$ cat src/rtl/slave_fifo_tx_arbiter_pkg.sv
// Shared definitions for the slave-FIFO transmit arbiter.
//   - state_t     : message framing FSM states
//   - PREFIX_WORD : default first word of every framed message
//   - SRC_W/LEN_W : header field widths (source id, payload length)
//   - make_header : builds the {pad, src_id, len} header word
package slave_fifo_tx_arbiter_pkg;

  localparam int unsigned SRC_W = 3;
  localparam int unsigned LEN_W = 8;
  localparam logic [15:0] PREFIX_WORD = 16'hBBBB;

  typedef enum logic [2:0] {
    ST_IDLE    = 3'd0,
    ST_PREFIX  = 3'd1,
    ST_HEADER  = 3'd2,
    ST_PAYLOAD = 3'd3,
    ST_GAP     = 3'd4
  } state_t;

  function automatic logic [15:0] make_header(input logic [SRC_W-1:0] src,
                                              input logic [LEN_W-1:0] len);
    return {{(16 - SRC_W - LEN_W){1'b0}}, src, len};
  endfunction

endpackage

$ cat src/rtl/slave_fifo_tx_arbiter_rr_priority_picker.sv
// Combinational round-robin picker.
//   i_req   : per-channel request vector
//   i_ptr   : channel index with highest priority this round
//   o_grant : one-hot chosen channel (zero when no request)
//   o_idx   : binary index of the chosen channel
module rr_priority_picker
  import slave_fifo_tx_arbiter_pkg::*;
#(
  parameter int unsigned N_CH = 4
) (
  input  logic [N_CH-1:0]  i_req,
  input  logic [SRC_W-1:0] i_ptr,
  output logic [N_CH-1:0]  o_grant,
  output logic [SRC_W-1:0] o_idx
);

  logic [N_CH-1:0] w_mask;
  logic [N_CH-1:0] w_hi;
  logic [N_CH-1:0] w_pick;

  always_comb begin
    w_mask = '0;
    for (int unsigned i = 0; i < N_CH; i++) begin
      w_mask[i] = (i >= 32'(i_ptr));
    end
    // Requests at or above the pointer win; otherwise wrap to the lowest request.
    w_hi    = i_req & w_mask;
    w_pick  = (w_hi != '0) ? w_hi : i_req;
    // Isolate the lowest set bit.
    o_grant = w_pick & (~w_pick + N_CH'(1));
    o_idx   = '0;
    for (int unsigned i = 0; i < N_CH; i++) begin
      if (o_grant[i]) o_idx = SRC_W'(i);
    end
  end

endmodule

$ cat src/rtl/slave_fifo_tx_arbiter.sv
// Shares the EP6 slave-FIFO write path among N_CH message sources.
// One requesting channel is granted round-robin and its message is framed as
// PREFIX word, {src_id, len} header word, then len payload words popped from
// the channel's show-ahead FIFO, on a valid/ready stream.
//   CLK, RST        : clock, synchronous active-high reset
//   REQ/LEN/CH_Q    : per-channel request, pending length, FIFO head word
//   CH_RD           : per-channel FIFO pop, one per accepted payload word
//   OUT_DATA/VALID/READY/LAST : framed word stream to the sequencer
//   GRANT, BUSY, ZERO_LEN, state_monitor, msg_counter : status
module slave_fifo_tx_arbiter
  import slave_fifo_tx_arbiter_pkg::*;
#(
  parameter int unsigned N_CH    = 4,
  parameter logic [15:0] PREFIX  = PREFIX_WORD,
  parameter int unsigned MAX_LEN = 255
) (
  input  logic                CLK,
  input  logic                RST,
  input  logic [N_CH-1:0]     REQ,
  input  logic [8*N_CH-1:0]   LEN,
  input  logic [16*N_CH-1:0]  CH_Q,
  output logic [N_CH-1:0]     CH_RD,
  output logic [15:0]         OUT_DATA,
  output logic                OUT_VALID,
  input  logic                OUT_READY,
  output logic                OUT_LAST,
  output logic [N_CH-1:0]     GRANT,
  output logic                BUSY,
  output logic                ZERO_LEN,
  output logic [2:0]          state_monitor,
  output logic [7:0]          msg_counter
);

  localparam int unsigned CNT_W = $clog2(MAX_LEN + 1);

  state_t             r_state;
  state_t             w_next;
  logic [N_CH-1:0]    r_grant;
  logic [SRC_W-1:0]   r_src;
  logic [LEN_W-1:0]   r_len;
  logic [CNT_W-1:0]   r_cnt;
  logic [SRC_W-1:0]   r_ptr;
  logic [7:0]         r_msg_cnt;
  logic               r_zero_len;

  logic [N_CH-1:0]    w_pick_grant;
  logic [SRC_W-1:0]   w_pick_idx;
  logic [LEN_W-1:0]   w_len_sel;
  logic [15:0]        w_ch_q;
  logic               w_xfer;
  logic               w_pay_last;

  rr_priority_picker #(
    .N_CH(N_CH)
  ) u_picker (
    .i_req  (REQ),
    .i_ptr  (r_ptr),
    .o_grant(w_pick_grant),
    .o_idx  (w_pick_idx)
  );

  always_comb begin
    w_len_sel = '0;
    w_ch_q    = '0;
    for (int unsigned i = 0; i < N_CH; i++) begin
      if (w_pick_idx == SRC_W'(i)) w_len_sel = LEN[8*i +: 8];
      if (r_src == SRC_W'(i))      w_ch_q    = CH_Q[16*i +: 16];
    end
  end

  assign w_xfer     = OUT_VALID & OUT_READY;
  assign w_pay_last = (r_state == ST_PAYLOAD) && (r_cnt == CNT_W'(r_len - LEN_W'(1)));

  // State register
  always_ff @(posedge CLK) begin
    if (RST) r_state <= ST_IDLE;
    else     r_state <= w_next;
  end

  // Next-state logic
  always_comb begin
    w_next = r_state;
    case (r_state)
      ST_IDLE:    if (REQ != '0) w_next = ST_PREFIX;
      ST_PREFIX:  if (w_xfer) w_next = ST_HEADER;
      ST_HEADER:  if (w_xfer) w_next = (r_len == '0) ? ST_GAP : ST_PAYLOAD;
      ST_PAYLOAD: if (w_xfer && w_pay_last) w_next = ST_GAP;
      ST_GAP:     w_next = ST_IDLE;
      default:    w_next = ST_IDLE;
    endcase
  end

  // Output logic; reset masks the stream at once rather than at the next edge.
  assign OUT_VALID = (r_state inside {ST_PREFIX, ST_HEADER, ST_PAYLOAD}) && !RST;
  assign CH_RD     = (r_state == ST_PAYLOAD && w_xfer) ? r_grant : '0;

  always_comb begin
    OUT_DATA = '0;
    OUT_LAST = 1'b0;
    case (r_state)
      ST_PREFIX:  OUT_DATA = PREFIX;
      ST_HEADER: begin
        OUT_DATA = make_header(r_src, r_len);
        OUT_LAST = (r_len == '0) && !RST;
      end
      ST_PAYLOAD: begin
        OUT_DATA = w_ch_q;
        OUT_LAST = w_pay_last && !RST;
      end
      default: ;
    endcase
  end

  // Datapath registers
  always_ff @(posedge CLK) begin
    if (RST) begin
      r_grant    <= '0;
      r_src      <= '0;
      r_len      <= '0;
      r_cnt      <= '0;
      r_ptr      <= '0;
      r_msg_cnt  <= '0;
      r_zero_len <= 1'b0;
    end else begin
      r_zero_len <= 1'b0;
      case (r_state)
        ST_IDLE: begin
          if (REQ != '0) begin
            r_grant <= w_pick_grant;
            r_src   <= w_pick_idx;
            r_len   <= w_len_sel;
          end
        end
        // Pulse lands on the first HEADER cycle only, even if that word stalls.
        ST_PREFIX:  if (w_xfer) r_zero_len <= (r_len == '0);
        ST_HEADER:  if (w_xfer) r_cnt <= '0;
        ST_PAYLOAD: if (w_xfer) r_cnt <= r_cnt + CNT_W'(1);
        ST_GAP: begin
          r_msg_cnt <= r_msg_cnt + 8'd1;
          r_ptr     <= (32'(r_src) == N_CH - 1) ? '0 : r_src + SRC_W'(1);
          r_grant   <= '0;
        end
        default: ;
      endcase
    end
  end

  assign GRANT         = r_grant;
  assign BUSY          = (r_state != ST_IDLE);
  assign ZERO_LEN      = r_zero_len;
  assign state_monitor = r_state;
  assign msg_counter   = r_msg_cnt;

endmodule

$ cat config.mk
export PLATFORM = sky130hd
export DESIGN_NAME = slave_fifo_tx_arbiter
export DESIGN_NICKNAME = d
export VERILOG_FILES = /design/src/rtl/slave_fifo_tx_arbiter_pkg.sv /design/src/rtl/slave_fifo_tx_arbiter_rr_priority_picker.sv /design/src/rtl/slave_fifo_tx_arbiter.sv
export SDC_FILE = /design/constraint.sdc
export NUM_CORES = 1
export LEC_CHECK = 0
export ABC_AREA = 1
export CAP_MARGIN = 25
export CORE_MARGIN = 3
export CORE_UTILIZATION = 42
export CTS_BUF_LIST = sky130_fd_sc_hd__clkbuf_16
export DETAILED_ROUTE_END_ITERATION = 10
export GPL_ROUTABILITY_DRIVEN = 0
export PLACE_DENSITY = 0.8
export SLEW_MARGIN = 5
export SYNTH_ARGS = -nofsm -noshare
export SYNTH_HDL_FRONTEND = slang
export SYNTH_SLANG_ARGS = --single-unit
$ cat constraint.sdc
create_clock -name CLK -period 2.6 [get_ports CLK]
set_clock_uncertainty 0.05 [all_clocks]
set_input_delay 0.52 -clock CLK [delete_from_list [all_inputs] [get_ports CLK]]
set_output_delay 0.52 -clock CLK [all_outputs]
set_load 0.01 [all_outputs]
==> out/results.tsv <==
metric	value	unit
status	complete, no violations	
CP Launch Type	flip-flop	
crit path time final	2.51	ns
share of layout cells above drive strength 1	13.0	%
clock-pin slew on the worst setup and hold paths	0.06	ns
H-Tree Depth	2	
CP max FO	8	
P_leak	2.04	nW
Worst setup EP type	output port	
Req. time, crit path	2.03	ns
VDD IR max	423	uV
first drt pass iteration count	5	
xor/xnor share of the synthesized area	1.19	%
Post-Route WL	10.8	mm
Core ar.	6570	um2
Fin Hold WS	0.422	ns
first-pass GRT wire length	16.9	mm
Die X-Extent	89.7	um
final setup margin	0.0872	ns
post-DR wirelength/cell	14.6	um
Fmax achieved	398	MHz
vias in the first global route	3793	
CTS Buf Count	5	
post-synthesis sequential area ratio	24.5	%
Flop pwr share	18.9	%
Synth Cell Area	2940	um2
number of synthesized register bits	36	
worst setup path class	reg -> out	
hold crit path type	reg -> reg	
vias post-DR	3894	
Setup TNS Final	0	ns
max cap viols	0	
largest family of logic cells by synthesized area	simple AND/OR/NAND/NOR gates	
total grt overflow	0	
DIE AREA	8040	um2
Psw	1.64	mW
Final Power	3.82	mW
Comb pwr share	62.9	%
worst skew pair latency	0.28	ns
Root Driver	clkbuf_16	
Max Slew Vio Count	0	
unrepaired setup endpoints after global routing	yes	
mux contribution to synthesized area	0	%
compound-cell area share of the yosys netlist	26.8	%
Rows	29	
Die Span Y	89.7	um
Post-synth EDFFs	0	
overall routing resource usage	26.2	%
Final setup viols	0	
# DRC	0	
max_slew headroom	71.5	%
Final Cell Area	4800	um2
Clk pwr share	18.2	%
drt via density	5.28	
CTS Sinks	36	
placed cell area	4650	um2
Main synth FF type	dfxtp_1	
fin nets	753	
power density over cell area	796	nW/um2
num ports	142	
worst-margin pin slew	0.428	ns
Pint	2.18	mW
Initial Utilization	44.8	%
post-synthesis simple-gate area fraction	33.3	%
IO Port Bufs	141	
final period utilization	96.6	%
largest net degree at the start of global routing	33	
Setup WS pre-CTS	-0.199	ns
Synth-to-Final Area Change	63.2	%
TritonCTS clock tree	yes	
initial DRC count	243	
Mean Syn Cell Area	6.12	um2
post-synthesis cell count	481	
ys async rst share	0	%
initial antenna violation count	0	
clock buffer depth	2	
CP arrival	1.94	ns
post-CTS setup buffers	0	
Ys Warns	0	
HPWL Detailed	8.23	mm
antenna-violating nets left	0	
Net Count, Synth	591	
diode count	0	
Synth cell types	37	
switching share of power	43.0	%
Post-Synth Adder-Cell Area	2.98	%
final hold violations	0	
[path summary, 6_finish.rpt]
kind | startpoint | end | slack, ns | cells past startpoint
worst max register to register | state_monitor[0] | msg_counter[7] | 0.56 | 13
worst min register to register | msg_counter[2] | msg_counter[2] | 0.42 | 2
worst min-delay path | msg_counter[2] | msg_counter[2] | 0.42 | 2
worst max-delay path | r_src[1] | OUT_DATA[13] | 0.09 | 11
[timing repair]
item,CTS,global route
hold buffers,0,0
setup endpoints to repair,21,16
gates cloned,0,1
gates resized for setup,52,29
pin swaps,1,4
[stage by stage]
step / utilization [%] / std cells
after floorplan: - / 481
after global placement: 70.7 / 728
after detailed placement: 70.7 / 728
after CTS: 73.2 / 736
after global routing: 73.1 / 737
final: 73.1 / 737
[per-layer routing]
layer,track usage [%],share of wire (%),up-vias
met3,5.11,9.4,12
li1,-,-,1948
met2,48.0,48,177
met4,6.63,0.98,0
met1,31.0,41,1757
met5,0,0,-
[cells in the final DEF (no fill, tap or decap), types with 3 or more instances in the layout]
cell type,Yosys,layout
a211oi_1,3,3
a21oi_1,37,36
a21oi_2,8,9
a22oi_1,18,18
buf_12,0,3
buf_2,2,7
buf_4,1,28
clkbuf_16,0,6
clkbuf_2,0,4
clkdlybuf4s50_1,0,120
dfxtp_1,36,34
dlygate4sd2_1,0,6
ha_1,7,5
inv_1,61,58
inv_2,1,4
nand2_1,91,90
nand2_2,2,3
nand3_1,49,49
nand4_1,3,3
nor2_1,61,60
nor3_1,8,7
o21ai_0,49,41
o21ai_1,0,8
o221ai_1,6,6
xor2_1,4,4
[critical path, stage by stage (launching register included)]
cell and delay (ns):
dfxtp_2 0.33, inv_2 0.05, ha_2 0.17, inv_1 0.08
nand2_1 0.07, inv_2 0.11, buf_12 0.13, a22oi_1 0.07
o21ai_0 0.15, o21ai_0 0.09, o21ai_0 0.16, clkdlybuf4s15_2 0.25
[kinds of logic (layout without fill, tap and decap cells)]
logic type | Yosys count | count (layout)
DFF | 36 | 36
adders and majority gates | 7 | 7
xor gates and xnor gates | 4 | 4
AOI/OAI and AO/OA | 130 | 130
buffers and inverters | 81 | 244
and+or+nand+nor | 223 | 223
[power by group through the flow]
stage                     clock network (mW)  logic, mW  registers [mW]
after floorplan                            0       1.33           0.739
after global placement                     0       2.33           0.725
after detailed placement                   0       2.38           0.727
after CTS                              0.701       2.34           0.717
after global routing                   0.721       2.67           0.732
final                                  0.696       2.40           0.724
[cell usage after synthesis (4+ instances only)]
cell | number | area share [%]
nor2_1 | 61 | 7.8
ha_1 | 7 | 3.0
a22oi_1 | 18 | 4.6
nand2_1 | 91 | 12
o21ai_0 | 49 | 8.3
nand3_1 | 49 | 8.3
o221ai_1 | 6 | 1.8
clkbuf_1 | 12 | 1.5
dfxtp_1 | 36 | 25
xor2_1 | 4 | 1.2
inv_1 | 61 | 7.8
a21oi_2 | 8 | 2.4
a21oi_1 | 37 | 6.3
nor3_1 | 8 | 1.4
[sequential cells by signal, summed over array words and instances, names as in the netlist]
| name | flops |
|---|---|
| msg_counter | 8 |
| r_cnt | 8 |
| r_len | 8 |
| GRANT | 4 |
| state_monitor | 3 |
| r_ptr | 2 |
| r_src | 2 |
| ZERO_LEN | 1 |
[cell type report]
type / instances / area, um2
multi-input combinational: 364 / 1910
clock buffer: 5 / 125
timing repair buffer: 173 / 1650
tap: 93 / 116
clock inverter: 3 / 46.3
inverter: 63 / 236
sequential: 36 / 723
fill: 554 / 1770
(Power assumes the default switching activity.)
